==> src/rtl/br_resolve_if.sv <==
// EX-stage branch resolution bundle: resolved branch info in, BTB/fetch control
// and statistics out.
interface br_resolve_if #(
  parameter int CNT_W = 32
);
  logic             IsBr_EX;
  logic             BTB_hit_EX;
  logic             br;
  logic [31:0]      PCE;
  logic [31:0]      br_target;
  logic [31:0]      pred_target_EX;
  logic             bubbleE;
  logic             flushE;
  logic             BufferWrite;
  logic             BufferDelete;
  logic             mispredict;
  logic [31:0]      redirect_pc;
  logic [CNT_W-1:0] br_count;
  logic [CNT_W-1:0] mispred_count;

  modport master (
    output IsBr_EX, BTB_hit_EX, br, PCE, br_target, pred_target_EX, bubbleE, flushE,
    input  BufferWrite, BufferDelete, mispredict, redirect_pc, br_count, mispred_count
  );

  modport slave (
    input  IsBr_EX, BTB_hit_EX, br, PCE, br_target, pred_target_EX, bubbleE, flushE,
    output BufferWrite, BufferDelete, mispredict, redirect_pc, br_count, mispred_count
  );
endinterface

==> src/rtl/br_resolve_unit.sv <==
// Resolves conditional branches in EX: detects mispredictions, drives BTB
// maintenance, trains a 2-bit BHT and keeps branch/misprediction statistics.
module br_resolve_unit #(
  parameter int IDX_W = 6,
  parameter int CNT_W = 32
) (
  input logic        clk,
  input logic        rst_n,
  br_resolve_if.slave bus
);
  localparam int ENTRIES = 1 << IDX_W;

  logic [1:0]       bht_q [ENTRIES];
  logic             done_q, done_d;
  logic [CNT_W-1:0] br_cnt_q, br_cnt_d;
  logic [CNT_W-1:0] mp_cnt_q, mp_cnt_d;
  logic [IDX_W-1:0] idx;
  logic [1:0]       ctr, ctr_d;
  logic             bv, tgt_miss, misp;

  function automatic logic [1:0] sat_step(input logic [1:0] c, input logic up);
    if (up) return (c == 2'b11) ? c : c + 2'd1;
    else    return (c == 2'b00) ? c : c - 2'd1;
  endfunction

  assign idx      = bus.PCE[IDX_W+1:2];
  assign ctr      = bht_q[idx];
  // rst_n gates bv so every output is quiet while reset is held
  assign bv       = rst_n & bus.IsBr_EX & ~bus.flushE & ~done_q;
  assign tgt_miss = bus.pred_target_EX != bus.br_target;
  assign misp     = bv & ((bus.BTB_hit_EX ^ bus.br) | (bus.BTB_hit_EX & bus.br & tgt_miss));

  assign bus.mispredict    = misp;
  assign bus.redirect_pc   = misp ? (bus.br ? bus.br_target : bus.PCE + 32'd4) : 32'd0;
  assign bus.BufferWrite   = bv & bus.br & (~bus.BTB_hit_EX | tgt_miss);
  assign bus.BufferDelete  = bv & bus.BTB_hit_EX & ~bus.br & ~ctr[1];
  assign bus.br_count      = br_cnt_q;
  assign bus.mispred_count = mp_cnt_q;

  always_comb begin
    // done remembers that a stalled branch already updated state
    done_d   = bus.bubbleE ? (done_q | bv) : 1'b0;
    br_cnt_d = br_cnt_q + CNT_W'(bv);
    mp_cnt_d = mp_cnt_q + CNT_W'(misp);
    ctr_d    = sat_step(ctr, bus.br);
  end

  always_ff @(posedge clk or negedge rst_n) begin
    if (!rst_n) begin
      done_q   <= 1'b0;
      br_cnt_q <= '0;
      mp_cnt_q <= '0;
    end else begin
      done_q   <= done_d;
      br_cnt_q <= br_cnt_d;
      mp_cnt_q <= mp_cnt_d;
    end
  end

  always_ff @(posedge clk or negedge rst_n) begin
    if (!rst_n) begin
      for (int i = 0; i < ENTRIES; i++) bht_q[i] <= 2'b01;
    end else if (bv) begin
      bht_q[idx] <= ctr_d;
    end
  end
endmodule

==> src/flat_wrapper.sv <==
// flat-port wrapper written by rule: the top's interface ports become plain ports
module br_resolve_unit_flat 
#(
  parameter int IDX_W = 6,
  parameter int CNT_W = 32
)
  (clk, rst_n, bus_IsBr_EX, bus_BTB_hit_EX, bus_br, bus_PCE, bus_br_target, bus_pred_target_EX, bus_bubbleE, bus_flushE, bus_BufferWrite, bus_BufferDelete, bus_mispredict, bus_redirect_pc, bus_br_count, bus_mispred_count);
  br_resolve_if #(.CNT_W(CNT_W)) bus_i ();
  input logic clk;
  input logic rst_n;
  input wire logic [$bits(bus_i.IsBr_EX)-1:0] bus_IsBr_EX;
  input wire logic [$bits(bus_i.BTB_hit_EX)-1:0] bus_BTB_hit_EX;
  input wire logic [$bits(bus_i.br)-1:0] bus_br;
  input wire logic [$bits(bus_i.PCE)-1:0] bus_PCE;
  input wire logic [$bits(bus_i.br_target)-1:0] bus_br_target;
  input wire logic [$bits(bus_i.pred_target_EX)-1:0] bus_pred_target_EX;
  input wire logic [$bits(bus_i.bubbleE)-1:0] bus_bubbleE;
  input wire logic [$bits(bus_i.flushE)-1:0] bus_flushE;
  output wire logic [$bits(bus_i.BufferWrite)-1:0] bus_BufferWrite;
  output wire logic [$bits(bus_i.BufferDelete)-1:0] bus_BufferDelete;
  output wire logic [$bits(bus_i.mispredict)-1:0] bus_mispredict;
  output wire logic [$bits(bus_i.redirect_pc)-1:0] bus_redirect_pc;
  output wire logic [$bits(bus_i.br_count)-1:0] bus_br_count;
  output wire logic [$bits(bus_i.mispred_count)-1:0] bus_mispred_count;
  assign bus_i.IsBr_EX = bus_IsBr_EX;
  assign bus_i.BTB_hit_EX = bus_BTB_hit_EX;
  assign bus_i.br = bus_br;
  assign bus_i.PCE = bus_PCE;
  assign bus_i.br_target = bus_br_target;
  assign bus_i.pred_target_EX = bus_pred_target_EX;
  assign bus_i.bubbleE = bus_bubbleE;
  assign bus_i.flushE = bus_flushE;
  assign bus_BufferWrite = bus_i.BufferWrite;
  assign bus_BufferDelete = bus_i.BufferDelete;
  assign bus_mispredict = bus_i.mispredict;
  assign bus_redirect_pc = bus_i.redirect_pc;
  assign bus_br_count = bus_i.br_count;
  assign bus_mispred_count = bus_i.mispred_count;
  br_resolve_unit #(.IDX_W(IDX_W), .CNT_W(CNT_W)) u_core (.clk(clk), .rst_n(rst_n), .bus(bus_i));
endmodule
==> config.mk <==
export PLATFORM = sky130hd
export DESIGN_NAME = br_resolve_unit_flat
export DESIGN_NICKNAME = d
export VERILOG_FILES = /design/src/rtl/br_resolve_if.sv /design/src/rtl/br_resolve_unit.sv /design/src/flat_wrapper.sv
export SDC_FILE = /design/constraint.sdc
export NUM_CORES = 1
export LEC_CHECK = 0
export CAP_MARGIN = 10
export CORE_ASPECT_RATIO = 1.75
export CORE_MARGIN = 2
export CORE_UTILIZATION = 56
export DETAILED_ROUTE_END_ITERATION = 6
export DONT_BUFFER_PORTS = 1
export GPL_TIMING_DRIVEN = 0
export PLACE_DENSITY_LB_ADDON = 0.3
export SETUP_SLACK_MARGIN = 0.3
export SYNTH_ARGS = -nofsm -noshare
export SYNTH_HDL_FRONTEND = slang
export SYNTH_SLANG_ARGS = --single-unit
==> constraint.sdc <==
create_clock -name clk -period 3.8 [get_ports clk]
set_input_delay 0.57 -clock clk [delete_from_list [all_inputs] [get_ports clk]]
set_output_delay 0.57 -clock clk [all_outputs]
set_load 0.02 [all_outputs]
==> results list <==
- After synthesis, the largest family of logic cells by area is simple AND/OR/NAND/NOR gates.
- Before antenna repair, the detailed router went through 5 iterations.
- Placeable core region: 18000 µm²
- Timing startpoint of the critical path: bus_PCE[4]
- Post-layout nets: 1237
- Power per standard cell area: around 410 nW/µm²
* Critical path type: input port to primary output
- The longest clock path from root to sink contains 2 buffers.
* Failing checks: negative hold slack
- Entering global routing, the biggest net connects 195 pins.
- Floorplan die area: 19400 µm²
* Clock Tree Root: clkbuf_16
- GRT Util Overall: 32.4%
- The synthesized design devotes to its leading area cell type about a third of total area.
- Static leakage: 4.62 nW
* Worst setup slack for register-to-register paths: between 400 and 500 ps
- Clock latency on the worst-skew pair, taken at its later pin, is 440 ps.
- Total of endpoints with negative setup slack in the final report: 0
- The post-route netlist has 15.6% of its cells at a drive strength greater than 1.
- Setup total negative slack on the finished layout was measured at 0 ps.
- Counting cells, the worst reg-to-reg path comes to 14.
- The most used flip-flop cell after synthesis is dfrtp_1.
- At the pin with the least slew margin, the transition time is 1230 ps.
- Summing the areas of all fa, ha and maj instances in the mapped netlist gives less than 1% of the synthesized area.
* TritonCTS clock tree: built
- By area the synthesized netlist is led by dfrtp_1 32%, dfstp_2 16%, nand2_1 9.0%.
- Per-cell via count in the routed design: approximately 6.2
- Synth Area in XOR/XNOR: 10.1%
* Terminus of the critical flop-to-flop path: u_core.bus.mispred_count[30]$_DFF_PN0_
* Number of synthesized flops with an enable pin: 0
* Total of warnings raised by yosys: 0
* Max Transition Viols Final: 0
- Startpoint type of the worst setup path: input port
* Syn Inst Count: 1103
- Mean post-synth cell area: 9.27 µm²
- For this run the aggregate overflow at the end of global routing stands at 0.
- Number of antenna-violating nets in the routed design: 0
- In this run, synthesis produced a sequential element count of around 190.
- Drt wl/cell: 22.2 µm
- Wirelength, routed: about 30 mm
* Fraction of the cycle the final worst path needs: 90.9%
- The first global-routing pass estimated about 47 mm of wire.
- I/O pins: 202
- Across all hold checks on the routed design, the worst slack comes to -184 ps.
- In the post-route analysis, the smallest setup slack over all paths is 345 ps.
* Gpl congestion: 0.959
- HPWL after DPL: 21.9 mm
- Counting every net in the synthesized netlist gives 1212.
- Setup crit end kind: primary output
- STA puts the critical path data arrival time at 2880 ps.
- After synthesis the cells add up to 10200 µm².
- After clock tree synthesis, the clock-pin slew on the worst setup and hold paths is 70 ps.
* Unique cell type count in the Yosys netlist: 58
* Compound-Gate Fraction of Synth Area: 10.9%
- For this run, design rule violations remaining after detail routing come to 0.
- Number of antenna violations at the first check in global routing: 0
- After the first detailed-routing iteration, the DRC count stood at between 700 and 800.
- Clock period minus worst slack: 3450 ps
* CTS sink count: 193
- After Yosys synthesis, and, or, nand and nor cells account for 21.3% of the synthesized area.
* Unrepaired setup endpoints after global routing: yes
- Multiplexer area fraction after synthesis: 5.93%
- Data required time at the worst endpoint: 3230 ps
- Initial core utilization: 56.9%
- In this run the tightest slew margin relative to its limit is 17.8%.
- Outcome: finished with violations
- Termination of the worst setup path: bus_BufferDelete
- Reg-to-reg critical path startpoint: u_core.done_q$_DFF_PN0_
- Most frequent standard cell in the layout excluding fill and tap cells: nand2_1
- Port Buffer Count: 0
- Across the VDD grid, the largest voltage drop is approximately 0.00037 V.
* Number of cell rows: 65
- The repair_antennas step left the layout with diodes totalling 0.
- Top achievable clock speed: around 0.29 GHz
- Across all layers, the routed design uses 8546 vias.
- The floorplan step set the die width to 106 µm.
* Number of global-route vias before repair: 8488
- Asr flop ratio synth: 100%
- Vertical extent of the die: 183 µm
- The tightest min-delay check is of the input port to asynchronous set/reset pin type.
- Largest fanout on the critical path: 10
* Post-synthesis sequential area ratio: 48.0%
- CTS built an H-tree with a depth of 4.
- Number of buffers added by the clock tree synthesis step: 17
- After filler insertion, the fill cell instance count of the layout stands at 1510.
* Synthesis-to-layout area growth: 11.4%
* Skew final: between 10 and 15 ps
- Leading cell types in the layout, fill and taps excluded: 245 x nand2_1, 129 x dfrtp_1, 83 x xnor2_1
- Largest area contributor in the synthesized netlist: dfrtp_1
- Prior to clock tree synthesis, the placed netlist has a worst setup slack of -759 ps.
- The final number of hold-violating endpoints came to 129.
- Number of violations of the max-capacitance limit: 0
report_power, final:
group	switching [mW]	leakage (nW)	internal, mW
registers	0.141	2.45	2.18
clock network	0.855	0.304	1.06
logic	0.272	1.87	0.175
total	1.27	4.62	3.41
metal layers:
metal | GRT usage [%] | vias to the layer above | part of all wire, % | wire [µm]
met4 | 25.6 | 0 | 9.3 | 2840
li1 | - | 3878 | - | -
met1 | 33.8 | 4087 | 34 | 10300
met2 | 53.9 | 442 | 49 | 15000
met5 | 0 | - | 0 | 0
met3 | 9.59 | 139 | 7.8 | 2370
sequential cells by signal, summed over array words and instances, names as in the netlist:
signal and count:
u_core.bht_q 128, u_core.bus.br_count 32, u_core.bus.mispred_count 32, u_core.done_q 1
repair_timing:
action / in CTS / in global routing
pin swaps: 2 / 6
endpoints found under the setup margin: 102 / 160
setup buffers: 2 / 1
resized for setup: 37 / 25
endpoints found under the hold margin: 160 / 147
worst min-delay path by stage:
stage	depth (start not counted)	to	from
finish	0	u_core.bus.mispred_count[12]$_DFF_PN0_	rst_n
global placement	0	u_core.bus.mispred_count[12]$_DFF_PN0_	rst_n
detailed placement	0	u_core.bus.mispred_count[12]$_DFF_PN0_	rst_n
CTS	0	u_core.bus.mispred_count[12]$_DFF_PN0_	rst_n
global route	0	u_core.bus.mispred_count[12]$_DFF_PN0_	rst_n
floorplan	0	u_core.bht_q[101]$_DFFE_PN0P_	rst_n
cell families after synthesis:
group,after synthesis
muxes,45
xor gates and xnor gates,118
buffers and inverters,60
and+or+nand+nor,480
DFF,193
adders and majority gates,8
AOI/OAI and AO/OA,199
worst max-delay path, cell delays in order:
cell and delay (ps):
buf_2 280, buf_2 370, mux2i_1 430, o22ai_1 150, a221o_1 360, nor4_4 400
and4_4 330
synth_stat cells, types with 3 or more instances:
cell / count
and3_1: 21
buf_2: 10
a21oi_1: 23
o21ai_1: 61
nand2_1: 245
or3_1: 3
mux4_2: 12
buf_6: 6
nor3b_1: 10
xnor2_1: 87
nand2b_1: 8
nand4_1: 30
mux2i_1: 28
nor4_1: 5
xor2_1: 31
buf_1: 9
nor2b_1: 4
ha_1: 6
a22o_1: 4
or3b_2: 3
nand3_1: 37
nand3b_1: 3
a22oi_1: 4
a221oi_1: 7
dfrtp_1: 129
dfstp_2: 64
clkbuf_1: 23
and3b_1: 4
mux2_2: 5
o22ai_1: 3
inv_1: 10
nor2_1: 84
nor3_1: 10
a211oi_1: 3
and4_1: 7
o21ai_0: 78
cell type report:
type | count | area [µm²] | area share (%)
plain buffers | 49 | 304 | 2.67
inverters | 11 | 45.0 | 0.395
multi-input cells | 850 | 5180 | 45.4
flip-flops and latches | 193 | 4910 | 43.1
well taps | 234 | 293 | 2.57
repair buffers | 6 | 45.0 | 0.395
clock buffers | 19 | 433 | 3.80
clock inverters | 13 | 190 | 1.67
through the flow:
stage	util, %	area, µm²	hold slack (ps)	cells	total power [mW]
finish	63.4	11400	-184	1375	4.68
global route	63.4	11400	-202	1375	4.83
CTS	62.8	11300	-195	1373	4.68
detailed placement	58.7	10500	278	1339	2.77
global placement	58.5	10500	277	1337	2.76
floorplan	-	10200	274	1103	2.63
No activity file was read; power rests on OpenSTA's default activity.
